[src/rtl/key_event_controller_pkg.sv]
// Shared constants for the key event controller.
//   Register word addresses, debounce counter width, released key level,
//   and a helper that counts set bits in a key vector.
package key_event_controller_pkg;

  localparam int unsigned KEY_W     = 4;
  localparam int unsigned DB_CNT_W  = 16;
  localparam int unsigned PRESS_CNT_W = 8;

  localparam logic [1:0] ADDR_LEVEL = 2'd0;
  localparam logic [1:0] ADDR_COUNT = 2'd1;
  localparam logic [1:0] ADDR_MASK  = 2'd2;
  localparam logic [1:0] ADDR_EDGE  = 2'd3;

  localparam logic [KEY_W-1:0] KEYS_RELEASED = 4'hF;

  // Number of keys pressing in the same cycle, sized for the press counter.
  function automatic logic [PRESS_CNT_W-1:0] count_ones(input logic [KEY_W-1:0] v);
    logic [PRESS_CNT_W-1:0] n;
    n = '0;
    for (int i = 0; i < KEY_W; i++) begin
      n = n + PRESS_CNT_W'(v[i]);
    end
    return n;
  endfunction

endpackage

[src/rtl/key_event_controller_debounce.sv]
// key_debounce: one push key.
//   clk, reset_n  : clock, async active-low reset
//   key_raw_n     : raw pin, active-low, asynchronous
//   level         : debounced level (1 = released)
//   press         : one-cycle pulse registered with the 1->0 debounced change
module key_debounce
  import key_event_controller_pkg::*;
#(
  parameter int unsigned DEBOUNCE_CYCLES = 50000
) (
  input  logic clk,
  input  logic reset_n,
  input  logic key_raw_n,
  output logic level,
  output logic press
);

  localparam logic [DB_CNT_W-1:0] CNT_LIMIT = DB_CNT_W'(DEBOUNCE_CYCLES - 1);

  logic [1:0]          sync_q, sync_d;
  logic [DB_CNT_W-1:0] cnt_q, cnt_d;
  logic                level_q, level_d;
  logic                press_q, press_d;

  // Synchronizer, stability counter and debounced level.
  always_comb begin
    sync_d  = {sync_q[0], key_raw_n};
    cnt_d   = '0;
    level_d = level_q;
    press_d = 1'b0;
    if (sync_q[1] != level_q) begin
      if (cnt_q == CNT_LIMIT) begin
        level_d = sync_q[1];
        press_d = ~sync_q[1];
      end else begin
        cnt_d = cnt_q + DB_CNT_W'(1);
      end
    end
  end

  always_ff @(posedge clk or negedge reset_n) begin
    if (!reset_n) begin
      sync_q  <= {2{KEYS_RELEASED[0]}};
      cnt_q   <= '0;
      level_q <= KEYS_RELEASED[0];
      press_q <= 1'b0;
    end else begin
      sync_q  <= sync_d;
      cnt_q   <= cnt_d;
      level_q <= level_d;
      press_q <= press_d;
    end
  end

  assign level = level_q;
  assign press = press_q;

endmodule

[src/rtl/key_event_controller.sv]
// key_event_controller: debounced push keys with Avalon-MM register file.
//   clk, reset_n  : clock, async active-low reset
//   in_port       : raw key pins, active-low
//   address, chipselect, write_n, writedata : Avalon-MM slave write/select
//   readdata      : addressed register, registered (read latency 1)
//   irq           : OR(edgecapture & interruptmask), registered
module key_event_controller
  import key_event_controller_pkg::*;
#(
  parameter int unsigned DEBOUNCE_CYCLES = 50000,
  parameter int unsigned NUM_KEYS        = 4
) (
  input  logic              clk,
  input  logic              reset_n,
  input  logic [KEY_W-1:0]  in_port,
  input  logic [1:0]        address,
  input  logic              chipselect,
  input  logic              write_n,
  input  logic [31:0]       writedata,
  output logic [31:0]       readdata,
  output logic              irq
);

  logic [KEY_W-1:0]       level;
  logic [KEY_W-1:0]       press;
  logic [KEY_W-1:0]       mask_q, mask_d;
  logic [KEY_W-1:0]       edge_q, edge_d;
  logic [PRESS_CNT_W-1:0] count_q, count_d;
  logic [31:0]            readdata_q, readdata_d;
  logic                   irq_q, irq_d;
  logic                   write_en;
  logic                   unused_wdata;

  assign unused_wdata = ^writedata[31:KEY_W];

  for (genvar i = 0; i < NUM_KEYS; i++) begin : g_key
    key_debounce #(
      .DEBOUNCE_CYCLES(DEBOUNCE_CYCLES)
    ) u_key_debounce (
      .clk       (clk),
      .reset_n   (reset_n),
      .key_raw_n (in_port[i]),
      .level     (level[i]),
      .press     (press[i])
    );
  end

  assign write_en = chipselect & ~write_n;

  // Register file; a new press wins over a same-cycle clear.
  always_comb begin
    mask_d     = mask_q;
    edge_d     = edge_q;
    count_d    = count_q;
    readdata_d = '0;
    irq_d      = |(edge_q & mask_q);

    if (write_en && address == ADDR_MASK) mask_d = writedata[KEY_W-1:0];
    if (write_en && address == ADDR_EDGE) edge_d = edge_q & ~writedata[KEY_W-1:0];
    edge_d = edge_d | press;

    if (write_en && address == ADDR_COUNT) count_d = '0;
    count_d = count_d + count_ones(press);

    case (address)
      ADDR_LEVEL: readdata_d = 32'(level);
      ADDR_COUNT: readdata_d = 32'(count_q);
      ADDR_MASK:  readdata_d = 32'(mask_q);
      default:    readdata_d = 32'(edge_q);
    endcase
  end

  always_ff @(posedge clk or negedge reset_n) begin
    if (!reset_n) begin
      mask_q     <= '0;
      edge_q     <= '0;
      count_q    <= '0;
      readdata_q <= '0;
      irq_q      <= 1'b0;
    end else begin
      mask_q     <= mask_d;
      edge_q     <= edge_d;
      count_q    <= count_d;
      readdata_q <= readdata_d;
      irq_q      <= irq_d;
    end
  end

  assign readdata = readdata_q;
  assign irq      = irq_q;

endmodule
[config.mk]
export PLATFORM = sky130hd
export DESIGN_NAME = key_event_controller
export DESIGN_NICKNAME = d
export VERILOG_FILES = /design/src/rtl/key_event_controller_pkg.sv /design/src/rtl/key_event_controller_debounce.sv /design/src/rtl/key_event_controller.sv
export SDC_FILE = /design/constraint.sdc
export NUM_CORES = 1
export LEC_CHECK = 0
export CORE_MARGIN = 3
export CORE_UTILIZATION = 55
export DETAILED_ROUTE_END_ITERATION = 12
export PLACE_DENSITY = 0.78
export SYNTH_ARGS = -nofsm -noshare
export SYNTH_HDL_FRONTEND = slang
export SYNTH_HIERARCHICAL = 1
export SYNTH_SLANG_ARGS = --single-unit
export TNS_END_PERCENT = 20
[constraint.sdc]
create_clock -name clk -period 3.61 [get_ports clk]
set_clock_uncertainty 0.1 [all_clocks]
set_input_delay 0.722 -clock clk [delete_from_list [all_inputs] [get_ports clk]]
set_output_delay 0.722 -clock clk [all_outputs]
set_load 0.01 [all_outputs]
==> results.md <==
- Outcome: completed
- Vias in the first global route: 3207
- DR WL/cell: 14.1 um
- Worst hold path class: register to register
- GRT Total Usage: 18.0%
- Floorplan die height: a little over 100 um
- Starting Density: between 50% and 60%
- Largest buffer count on any clock path: 2
- ANT nets after route: 0
- Unrepaired setup endpoints after global routing: false
- Die area: roughly 10000 um2
- CTS sink count: 105
- GRT busiest layer: met2
- Cell area after placement: 5330 um2
- CP max stage delay: 480 ps
- Worst hold start: g_key[0].u_key_debounce/sync_q[0]
- Count of buffers inserted at the top-level ports: 22
- Logic gate share of total power: under 10%
- Met1 routing resource usage after global routing: about 25%
- Most frequently used cell type in the post-synthesis netlist: sky130_fd_sc_hd__dfrtp_1
- Fraction of layout instances using a drive strength above 1: 12.6%
- Final critical delay including setup and external delays: around 2900 ps
- Insertion delay of the later-clocked pin in the worst-skew pair: 360 ps
- Category of the critical setup timing path: input port to register
- Antenna diode count: 0
- Reg-to-reg setup timing slack: 1050 ps
- Most used flip-flop cell after synthesis: sky130_fd_sc_hd__dfrtp_1
- Final TNS setup: 0 ps
- Setup Viol. Count Final: 0
- Critical path launch point type: input port
- GRT overflow: 0
- Switching Fraction: 22.4%
- Post-CTS setup repair buffer count: 0
- Area added between synthesis and finish: 9.22%
- Rows: 34
- Met2 capacity usage during global routing: approximately 28%
- CP arrival: approximately 3000 ps
- Final-layout fill cell count: 677
- Antenna violations before repair: 0
- Fraction of power consumed by the clock network: a little over a third
- Slew Viols, Final: 0
- Global routing met3 resource utilization: 5.05%
- Total power density per cell area: between 300 and 400 nW/um2
- Leakage: 2.39 nW
- Warnings from Yosys: 6
- DRC viols: 0
- Placer congestion estimate: 0.812
- Post-synthesis area per instance: 11.1 um2
- Post-synth ARST share: between 90% and 100%
- Seq/Total Area, Yosys: 52.1%
- Slew at the pin closest to its max-slew limit: 665 ps
- Inserted Clock Buffers: 9
- Share of the clock period used by the worst path: about four fifths
- I/O pin total: 75
- 1st-pass router iterations: 4
- Slew margin rel.: 55.7%
- Leading cell types by total area after synthesis: sky130_fd_sc_hd__dfrtp_1 (46%), sky130_fd_sc_hd__xnor2_1 (7.8%), sky130_fd_sc_hd__dfstp_2 (6.2%)
- Area share of the largest cell type after synthesis: 45.9%
- Biggest area consumer among synthesized cells: sky130_fd_sc_hd__dfrtp_1
- Seq cells post-synth: 105
- Net switching power of the design: between 400 and 500 uW
- Net count of the finished layout: roughly 540
- CTS tree: built
- Library cell used as clock root buffer: sky130_fd_sc_hd__clkbuf_8
- Commonest cells post-synth: sky130_fd_sc_hd__dfrtp_1 (93), sky130_fd_sc_hd__nor2_1 (68), sky130_fd_sc_hd__xnor2_1 (45)
- Die boundary width: 102 um
- CP Launch Point: address[1]
- Highest Clock Rate: 0.350 GHz
- Pin count of the biggest net entering global routing: 56
- Via total after detailed routing: 3227
- Post-layout power: 2.13 mW
- Average vias per placed instance: 5.36
- Global-route wire length before repair: 14800 um
- Clock-pin slew of the registers on the worst-case setup and hold paths: 90 ps
- Chain of cells forming the critical path: clkdlybuf4s50_1, and2b_2, nand2_1, nand2_1, fa_1, fa_1, or3_1, a21oi_1
- Origin of the critical flop-to-flop path: g_key[0].u_key_debounce/press
- Drt initial violations: ~140
- H-tree level count: 3
- Internal power contribution: 1.65 mW
- Placeable core region: 8850 um2
- Required time worst endpoint: about 3800 ps
- Post-synth EDFFs: 0
- CP max FO: 6
- Aggregate routed wire length: 8480 um
- Post-DP HPWL: between 5000 and 6000 um
- PostCTS Resize Cnt: 0
- Critical path capture point type: register
- Number of hold-slack violations in the final timing report: 0
- Power share of the sequential group: about three fifths
- Critical Path Slowest Stage Cell: sky130_fd_sc_hd__clkdlybuf4s50_1
- Cell count after synthesis: between 400 and 500
- Worst supply voltage drop on vdd: about 0.21 mV
- Maximum Capacitance Violations: 0
- Unique cell type count in the Yosys netlist: between 40 and 50
- Netlist area before placement: 5070 um2
- Final design area excluding fillers: 5540 um2
- Post-cts hold buffer count: 0
## per-layer routing
layer / vias to the layer above / wire [um]
li1: 1575 / -
met5: - / 0
met2: 69 / 4030
met1: 1576 / 3980
met3: 7 / 382
met4: 0 / 83
## registers in the layout, summed over array words and instances (netlist names)
register	cells
g_key.u_key_debounce/press	4
g_key.u_key_debounce/cnt_q	64
edge_q	4
g_key.u_key_debounce/level	4
irq	1
mask_q	4
g_key.u_key_debounce/sync_q	8
readdata	8
count_q	8
## layout make-up
type                       count  area (um2)  area share, %
sequential                   105        2640           47.7
multi-input combinational    325        2220           40.1
timing repair buffer          26         248           4.47
tap                          108         135           2.44
clock buffer                  10         128           2.30
clock inverter                 6        82.6           1.49
inverter                      22        82.6           1.49
## cells in the final DEF (no fill, tap or decap), drive strengths merged
master	instances
a21o	4
a21oi	5
a22oi	2
and2	6
and2b	1
and3	10
buf	5
bufinv	2
clkbuf	10
clkdlybuf4s50	21
clkinv	3
clkinvlp	1
conb	24
dfrtp	93
dfstp	12
fa	3
ha	5
inv	22
mux2	8
mux4	4
nand2	23
nand3	20
nand4	16
nor2	69
nor2b	2
nor3	17
nor3b	4
nor4	12
nor4b	4
nor4bb	8
o2111ai	1
o21ai	3
o31ai	4
or3	5
or4	4
xnor2	45
xor2	16
## kinds of logic after synthesis
group / after synthesis / share of synthesized area (%)
and+or+nand+nor: 201 / 22.8
DFF: 105 / 52.1
xor gates and xnor gates: 61 / 10.5
buffers and inverters: 51 / 5.79
AOI/OAI and AO/OA: 19 / 2.44
muxes: 12 / 3.85
adders and majority gates: 8 / 2.42
other: 1 / 0.0739
## worst max-delay path: cells and delay by family
| family | cells | cell delay, ps |
|---|---|---|
| AND/OR/NAND/NOR | 4 | 840 |
| adder cells (fa/ha/maj) | 2 | 840 |
| buffers and inverters | 1 | 480 |
| AO/OA/AOI/OAI | 1 | 150 |
## per-stage QoR
| step | instances | hold slack, ps | setup slack (ps) | util (%) |
|---|---|---|---|---|
| 4_1_cts | 602 | 268 | 765 | 62.6 |
| 3_3_place_gp | 586 | 248 | 471 | 60.3 |
| 5_1_grt | 602 | 271 | 645 | 62.6 |
| 6_report | 602 | 265 | 755 | 62.6 |
| 3_5_place_dp | 586 | 254 | 410 | 60.3 |
| 2_1_floorplan | 481 | 245 | 951 | - |
## final timing paths
path,to,cells past startpoint
setup / recovery,count_q[4],8
hold / removal,g_key[0].u_key_debounce/sync_q[1],0
setup reg to reg,count_q[4],6
hold reg to reg,g_key[0].u_key_debounce/sync_q[1],0
max in group asynchronous,g_key[1].u_key_debounce/sync_q[1],2
min in group asynchronous,g_key[0].u_key_debounce/cnt_q[4],1
## power groups by stage
stage	sequential (mW)	clock, mW	combinational, mW
2_1_floorplan	1.25	0	0.0841
3_3_place_gp	1.26	0	0.123
3_5_place_dp	1.26	0	0.126
4_1_cts	1.24	0.794	0.127
5_1_grt	1.24	0.854	0.141
6_report	1.24	0.766	0.125
Note: power is estimated with default switching activity, not from simulation.
